**config.mk**
```make
export PLATFORM = sky130hd
export DESIGN_NAME = playback_sequencer
export DESIGN_NICKNAME = d
export VERILOG_FILES = /design/src/rtl/playback_sequencer.sv
export SDC_FILE = /design/constraint.sdc
export NUM_CORES = 1
export LEC_CHECK = 0
export ABC_CLOCK_PERIOD_IN_PS = 4100
export CELL_PAD_IN_SITES_DETAIL_PLACEMENT = 1
export CELL_PAD_IN_SITES_GLOBAL_PLACEMENT = 2
export CORE_AREA = 2 2 89 91
export DETAILED_ROUTE_END_ITERATION = 16
export DIE_AREA = 0 0 91 93
export PLACE_DENSITY = 0.77
export SLEW_MARGIN = 15
export SYNTH_ARGS = -nofsm -noshare
export SYNTH_HDL_FRONTEND = slang
export SYNTH_SLANG_ARGS = --single-unit
```
**constraint.sdc**
```tcl
create_clock -name clock -period 4.1 [get_ports clock]
set_clock_uncertainty 0.15 [all_clocks]
set_input_delay 0.615 -clock clock [delete_from_list [all_inputs] [get_ports clock]]
set_output_delay 0.615 -clock clock [all_outputs]
set_load 0.05 [all_outputs]
```
**src/rtl/playback_sequencer.sv**
```systemverilog
// Plays a recorded key sequence from the recording RAM, one cell per step.
// Each cell is fetched, latched onto keys_out and held for a fixed number of ticks.
module playback_sequencer #(
  parameter int NUM_CELLS      = 29,
  parameter int ADDR_W         = 5,
  parameter int KEY_W          = 4,
  parameter int TICKS_PER_CELL = 50000000,
  parameter int TICK_W         = 26
) (
  input  logic              clock,
  input  logic              reset,
  input  logic              start,
  input  logic              stop,
  input  logic              loop_en,
  input  logic [ADDR_W-1:0] length,
  output logic              rd_en,
  output logic [ADDR_W-1:0] rd_addr,
  input  logic [KEY_W-1:0]  rd_data,
  output logic [KEY_W-1:0]  keys_out,
  output logic              playing,
  output logic              done
);

  typedef enum logic [2:0] {IDLE, FETCH, LOAD, HOLD, DONE} state_t;

  // len is one bit wider so NUM_CELLS == 2**ADDR_W still fits.
  localparam logic [ADDR_W:0]   MAX_LEN   = (ADDR_W+1)'(NUM_CELLS);
  localparam logic [TICK_W-1:0] LAST_TICK = TICK_W'(TICKS_PER_CELL - 1);

  state_t            state_reg, state_next;
  logic [ADDR_W-1:0] cell_reg, cell_next;
  logic [ADDR_W:0]   len_reg, len_next;
  logic [TICK_W-1:0] cnt_reg, cnt_next;
  logic [KEY_W-1:0]  keys_reg, keys_next;

  logic [ADDR_W:0]   length_clamped;
  logic              last_cell;

  assign length_clamped = ({1'b0, length} > MAX_LEN) ? MAX_LEN : {1'b0, length};
  assign last_cell      = ({1'b0, cell_reg} == (len_reg - (ADDR_W+1)'(1)));
  assign keys_out       = keys_reg;

  always_ff @(posedge clock) begin
    if (!reset) begin
      state_reg <= IDLE;
      cell_reg  <= '0;
      len_reg   <= '0;
      cnt_reg   <= '0;
      keys_reg  <= '0;
    end else begin
      state_reg <= state_next;
      cell_reg  <= cell_next;
      len_reg   <= len_next;
      cnt_reg   <= cnt_next;
      keys_reg  <= keys_next;
    end
  end

  always_comb begin
    state_next = state_reg;
    cell_next  = cell_reg;
    len_next   = len_reg;
    cnt_next   = cnt_reg;
    keys_next  = keys_reg;
    rd_en      = 1'b0;
    rd_addr    = cell_reg;
    playing    = 1'b0;
    done       = 1'b0;

    case (state_reg)
      IDLE: begin
        rd_addr = '0;
        if (start && !stop) begin
          len_next   = length_clamped;
          cell_next  = '0;
          state_next = (length_clamped == '0) ? DONE : FETCH;
        end
      end
      FETCH: begin
        rd_en      = 1'b1;
        playing    = 1'b1;
        state_next = LOAD;
      end
      LOAD: begin
        playing    = 1'b1;
        keys_next  = rd_data;
        cnt_next   = '0;
        state_next = HOLD;
      end
      HOLD: begin
        playing  = 1'b1;
        cnt_next = cnt_reg + TICK_W'(1);
        if (cnt_reg == LAST_TICK) begin
          if (last_cell && !loop_en) begin
            state_next = DONE;
          end else begin
            cell_next  = last_cell ? '0 : cell_reg + ADDR_W'(1);
            state_next = FETCH;
          end
        end
      end
      DONE: begin
        done       = 1'b1;
        keys_next  = '0;
        state_next = IDLE;
      end
      default: state_next = IDLE;
    endcase

    // Abort wins over everything; any read already issued is simply never latched.
    if (state_reg != IDLE && stop) begin
      state_next = IDLE;
      keys_next  = '0;
    end
  end

endmodule

```
== Word level (Yosys, flattened, before mapping) ==
Index checks and enable logic that the tools add are counted.
Storage, ports and cells
  bits in registers: 44
  input port bits: 14
  output and inout bits: 12
  word-level logic and storage cells: 52
Cells by class
  add/subtract/negate cells: 3
  order comparisons: 1
  equality and inequality tests: 9
  mux-type cells: 17
  bitwise operators: 1
  reduce and logical (&&, ||, !) cells: 16
Operators with widths (count)
  one-hot mux 26 bit (2 select lines): 1
  two-way mux 5 bit: 6
  adder 26 x 1 -> 26 bit (second input constant): 1
  == test 26 bit (second input constant): 1
  two-way mux 3 bit: 4
  one-hot mux 3 bit (4 select lines): 1
  one-hot mux 5 bit (2 select lines): 1
  one-hot mux 4 bit (2 select lines): 1
  == test 3 x 2 -> 1 bit (second input constant): 2
  == test 5 x 6 -> 1 bit: 1
  logical NOT 6 bit: 1
  != test 2 bit (second input constant): 3
  nonzero test 2 bit: 3
  subtractor 6 x 1 -> 6 bit (second input constant): 1
  adder 5 x 1 -> 5 bit (second input constant): 1
  > comparator 5 bit (second input constant): 1
  AND reduction 2 bit: 2
  AND reduction 4 bit: 1
  == test 3 x 1 -> 1 bit (second input constant): 1
  == test 3 bit (second input constant): 1
  logical AND 1 bit: 3
  logical NOT 3 bit: 1
  two-way mux 1 bit: 3
  nonzero test 3 bit: 1
  other kinds (4): 5

== Depth between registers and ports, before layout ==
  depth in word-level cells: 6
  gate-level depth with buffers: 8
  depth with buffers taken out: 8

== Least setup slack after synthesis ==
Ideal clock, no wire load.
  path kind: reg-to-reg
  start point: reg len_reg[0]
  end point: reg state_reg[2]
  setup time: 0.088 ns
  arrival time: 1.904 ns
  required time: 3.862 ns
  slack: 1.958 ns
  cell stages (with the launch flop): 9
  buffers on the path: 0
  period minus slack after synthesis: 2.142 ns
  cell sequence: dfxtp_1 > inv_1 > ha_1 > nor3b_1 > a211o_1 > a211o_1 > or2_0 > o32a_1 > nor4_2
Between the ends
  cells in the longest elaborated chain, start to end: 6
RTL lines
  start, declared: line 32  | logic [ADDR_W:0] len_reg, len_next;
  start signal, assigned: line 53  | len_reg <= len_next;
  subtractor 6 x 1 -> 6 bit: line 40  | assign last_cell = ({1'b0, cell_reg} == (len_reg - (ADDR_W+1)'(1)));
  == test 5 x 6 -> 1 bit: line 40
  logical AND 1 bit: line 94  | if (last_cell && !loop_en) begin
  two-way mux 3 bit: line 94
  two-way mux 3 bit: line 93  | if (cnt_reg == LAST_TICK) begin
  one-hot mux 3 bit (4 select lines): line 70  | case (state_reg)
  end signal, assigned: line 51  | state_reg <= state_next;
  end, declared: line 30  | state_t state_reg, state_next;
Every way passes these cells. The select of a mux whose other input is x is not followed.
A chain may end at the register's enable or synchronous reset.

== Worst setup path in the final report ==
  start point: reg state_reg[0]
  end point: out rd_addr[0]
Between the ends
  cells in the longest elaborated chain, start to end: 2
RTL lines
  logical NOT 3 bit: line 70
  two-way mux 5 bit: line 70
  end, declared: line 17  | output logic [ADDR_W-1:0] rd_addr,
Every way passes these cells.

==> results.py <==
metrics = {
    "cells_and_area": {
        "largest_register_ffs": 26,
        "stdcell_count": 392,
        "drive_gt1_share_pct": 7.241,
        "num_antenna_cells": 0,
        "fin_nets": 306,
        "syn2layout_area_growth_pct": 20.02,
    },
    "route": {
        "dr.pass1.iters": 4,
        "wl_per_cell_um": 13.32,
        "route.detailed.drc": 0,
        "final_antenna_net_count": 0,
        "vias_per_cell": 4.852,
        "drt_iter0_markers": 62,
        "dr_total_vias": 1902,
        "wl_um": 5223,
    },
    "clocking": {
        "root_buffer": "clkbuf_8",
        "post-cts-setup-buffers": 0,
        "clk_pin_slew_ns": 0.08,
        "cts.sinks": 43,
        "htree_levels": 2,
        "clock_path_buffers": 2,
        "cts_buffers": 5,
        "insertion_delay_ns": 0.29,
        "cts_tree": "yes",
        "cts_hold_buf": 0,
        "cts_resized": 0,
    },
    "worst_setup_path": {
        "criticalPathCategory": "flop to output pin",
        "cp_max_fo": 13,
        "startpoint_type": "flop",
        "cp.required_ns": 3.34,
        "arrival_ns": 2.12,
        "cp-end-kind": "output pin",
    },
    "global_route": {
        "grt-ovfl-total": 0,
        "grt_first_pass_wirelength_um": 9218,
        "grt_pass1_vias": 1923,
        "track_usage_pct": 13.26,
        "grt_max_degree": 24,
        "antenna_found_initial": 0,
    },
    "floorplan": {
        "die_w_um": 91,
        "core_area_um2": 7527,
        "die_area_um2": 8463,
        "num_rows": 32,
        "start_util_pct": 29.47,
        "die_h_um": 93,
        "ios": 26,
    },
    "logic_synthesis": {
        "syn-cell-area_um2": 2218,
        "synth_warnings": 0,
        "synthTopCellsByCount": "43 x dfxtp_1, 38 x nor2_1, 24 x nand2_1, 17 x xor2_1, 12 x a21oi_1",
        "synth_nets": 282,
        "synthFlopType": "dfxtp_1",
        "synth_top_area_cell": "dfxtp_1",
        "synth-edff-count": 0,
        "syn_avg_cell_area_um2": 8.371,
        "synth_cell_type_count": 51,
        "ys_seq_elements": 43,
        "seq_area_frac_synth_pct": 38.80,
        "synthCells": 265,
        "synth-async-reset-ratio_pct": 0,
        "synth_most_common_cell": "dfxtp_1",
        "synth.top_cell.area_share_pct": 38.80,
        "synth_area_leaders": "dfxtp_1 39%, xor2_1 6.7%, nor2_1 6.4%",
    },
    "timing": {
        "relSlewSlack_pct": 44.11,
        "hold_viol_final": 0,
        "min_period_over_period_pct": 70.42,
        "slew_violations": 0,
        "fin_tns_setup_ns": 0,
        "tightest_slew_ns": 0.8314,
        "rsz0062_at_grt": "no",
        "max_freq_ghz": 0.3464,
        "setup_viol": 0,
        "fin_crit_ns": 2.887,
    },
    "hold_path": {
        "hp-class": "flop to flop",
    },
    "placement": {
        "place_congestion": 0.7416,
        "io_buffers": 25,
        "dp_hpwl_um": 3875,
        "placed_cells": 384,
    },
    "power": {
        "p_per_area_nw_per_um2": 473.0,
        "irDropWorstVdd_v": 0.0002210,
        "total_leakage_power_nw": 0.9638,
    },
    "run": {
        "maxCapViolations": 0,
    },
    "status": {
        "status": "finished, final reports clean",
    },
}
[cell usage in the layout, fill, tap and decap left out, types with 3 or more instances in the layout]
master | netlist | layout
xor2_1 | 17 | 17
nor4_1 | 3 | 3
nand3_1 | 7 | 7
and3_1 | 6 | 6
o21ai_1 | 4 | 4
and2_1 | 9 | 9
a21o_1 | 4 | 4
nand4_1 | 6 | 6
nand2_1 | 24 | 24
ha_1 | 3 | 3
or3_1 | 7 | 7
a22oi_1 | 4 | 4
o21ai_0 | 9 | 9
or2_2 | 3 | 3
dfxtp_1 | 43 | 43
clkdlybuf4s50_1 | 0 | 25
nor2_1 | 38 | 38
clkbuf_8 | 0 | 7
mux2i_1 | 4 | 4
inv_1 | 6 | 6
nor3_1 | 3 | 3
a21oi_1 | 12 | 12
xnor2_1 | 8 | 8
nand2b_1 | 4 | 4
[final cells by class]
cell class | instances | area (um^2)
Fill cell | 936 | 4865
Timing Repair Buffer | 26 | 257.7
Multi-Input combinational cell | 207 | 1294
Inverter | 6 | 22.52
Sequential cell | 43 | 860.8
Tap cell | 102 | 127.6
Clock buffer | 8 | 100.1
[per-stage QoR]
step / hold slack (ns) / total power [mW] / util [%] / setup WS [ns] / cell area, um^2
after floorplan: 0.3035 / 0.8484 / - / 1.958 / 2218
after global placement: 0.3199 / 0.9631 / 34.04 / 1.550 / 2562
after detailed placement: 0.3289 / 0.9715 / 34.04 / 1.522 / 2562
after CTS: 0.3397 / 1.282 / 35.37 / 1.188 / 2663
after global routing: 0.3802 / 1.351 / 35.37 / 1.068 / 2663
final: 0.3366 / 1.259 / 35.37 / 1.213 / 2663
[where the power goes]
part	internal (mW)	switching [mW]	leakage (nW)
clock	0.154	0.147	0.0515
sequential	0.450	0.0516	0.348
combinational	0.181	0.277	0.565
[layer usage]
metal  routed length, um  track usage (%)
met3                 119            2.176
met2                2389            21.73
met1                2657            17.90
met4                  57            4.167
met5                   0                0
[path summary, 6_finish.rpt]
kind                                                 from                  endpoint  slack [ns]  cells past startpoint
worst min register to register    cnt_reg[1]$_SDFFE_PN0P_   cnt_reg[1]$_SDFFE_PN0P_        0.34                      2
worst min-delay path              cnt_reg[1]$_SDFFE_PN0P_   cnt_reg[1]$_SDFFE_PN0P_        0.34                      2
worst max register to register  state_reg[1]$_SDFFE_PP0P_  cnt_reg[25]$_SDFFE_PN0P_        1.65                      6
worst max-delay path            state_reg[0]$_SDFFE_PP0P_                rd_addr[0]        1.21                      3
[worst max-delay path, stage by stage (launching register included)]
cell	delay, ns
dfxtp_1	0.44
or3_1	0.49
and2_1	0.20
clkdlybuf4s50_1	0.70
[cell families after synthesis]
group                    Yosys count  share of synthesized area (%)
buffers and inverters             15                          2.876
XOR/XNOR                          25                          9.870
flip-flops                        43                          38.80
AND/OR/NAND/NOR                  128                          31.30
adder cells (fa/ha/maj)            3                          1.692
multiplexers                       4                          1.805
AO/OA/AOI/OAI                     47                          13.65
Note: power is estimated with default switching activity, not from simulation.
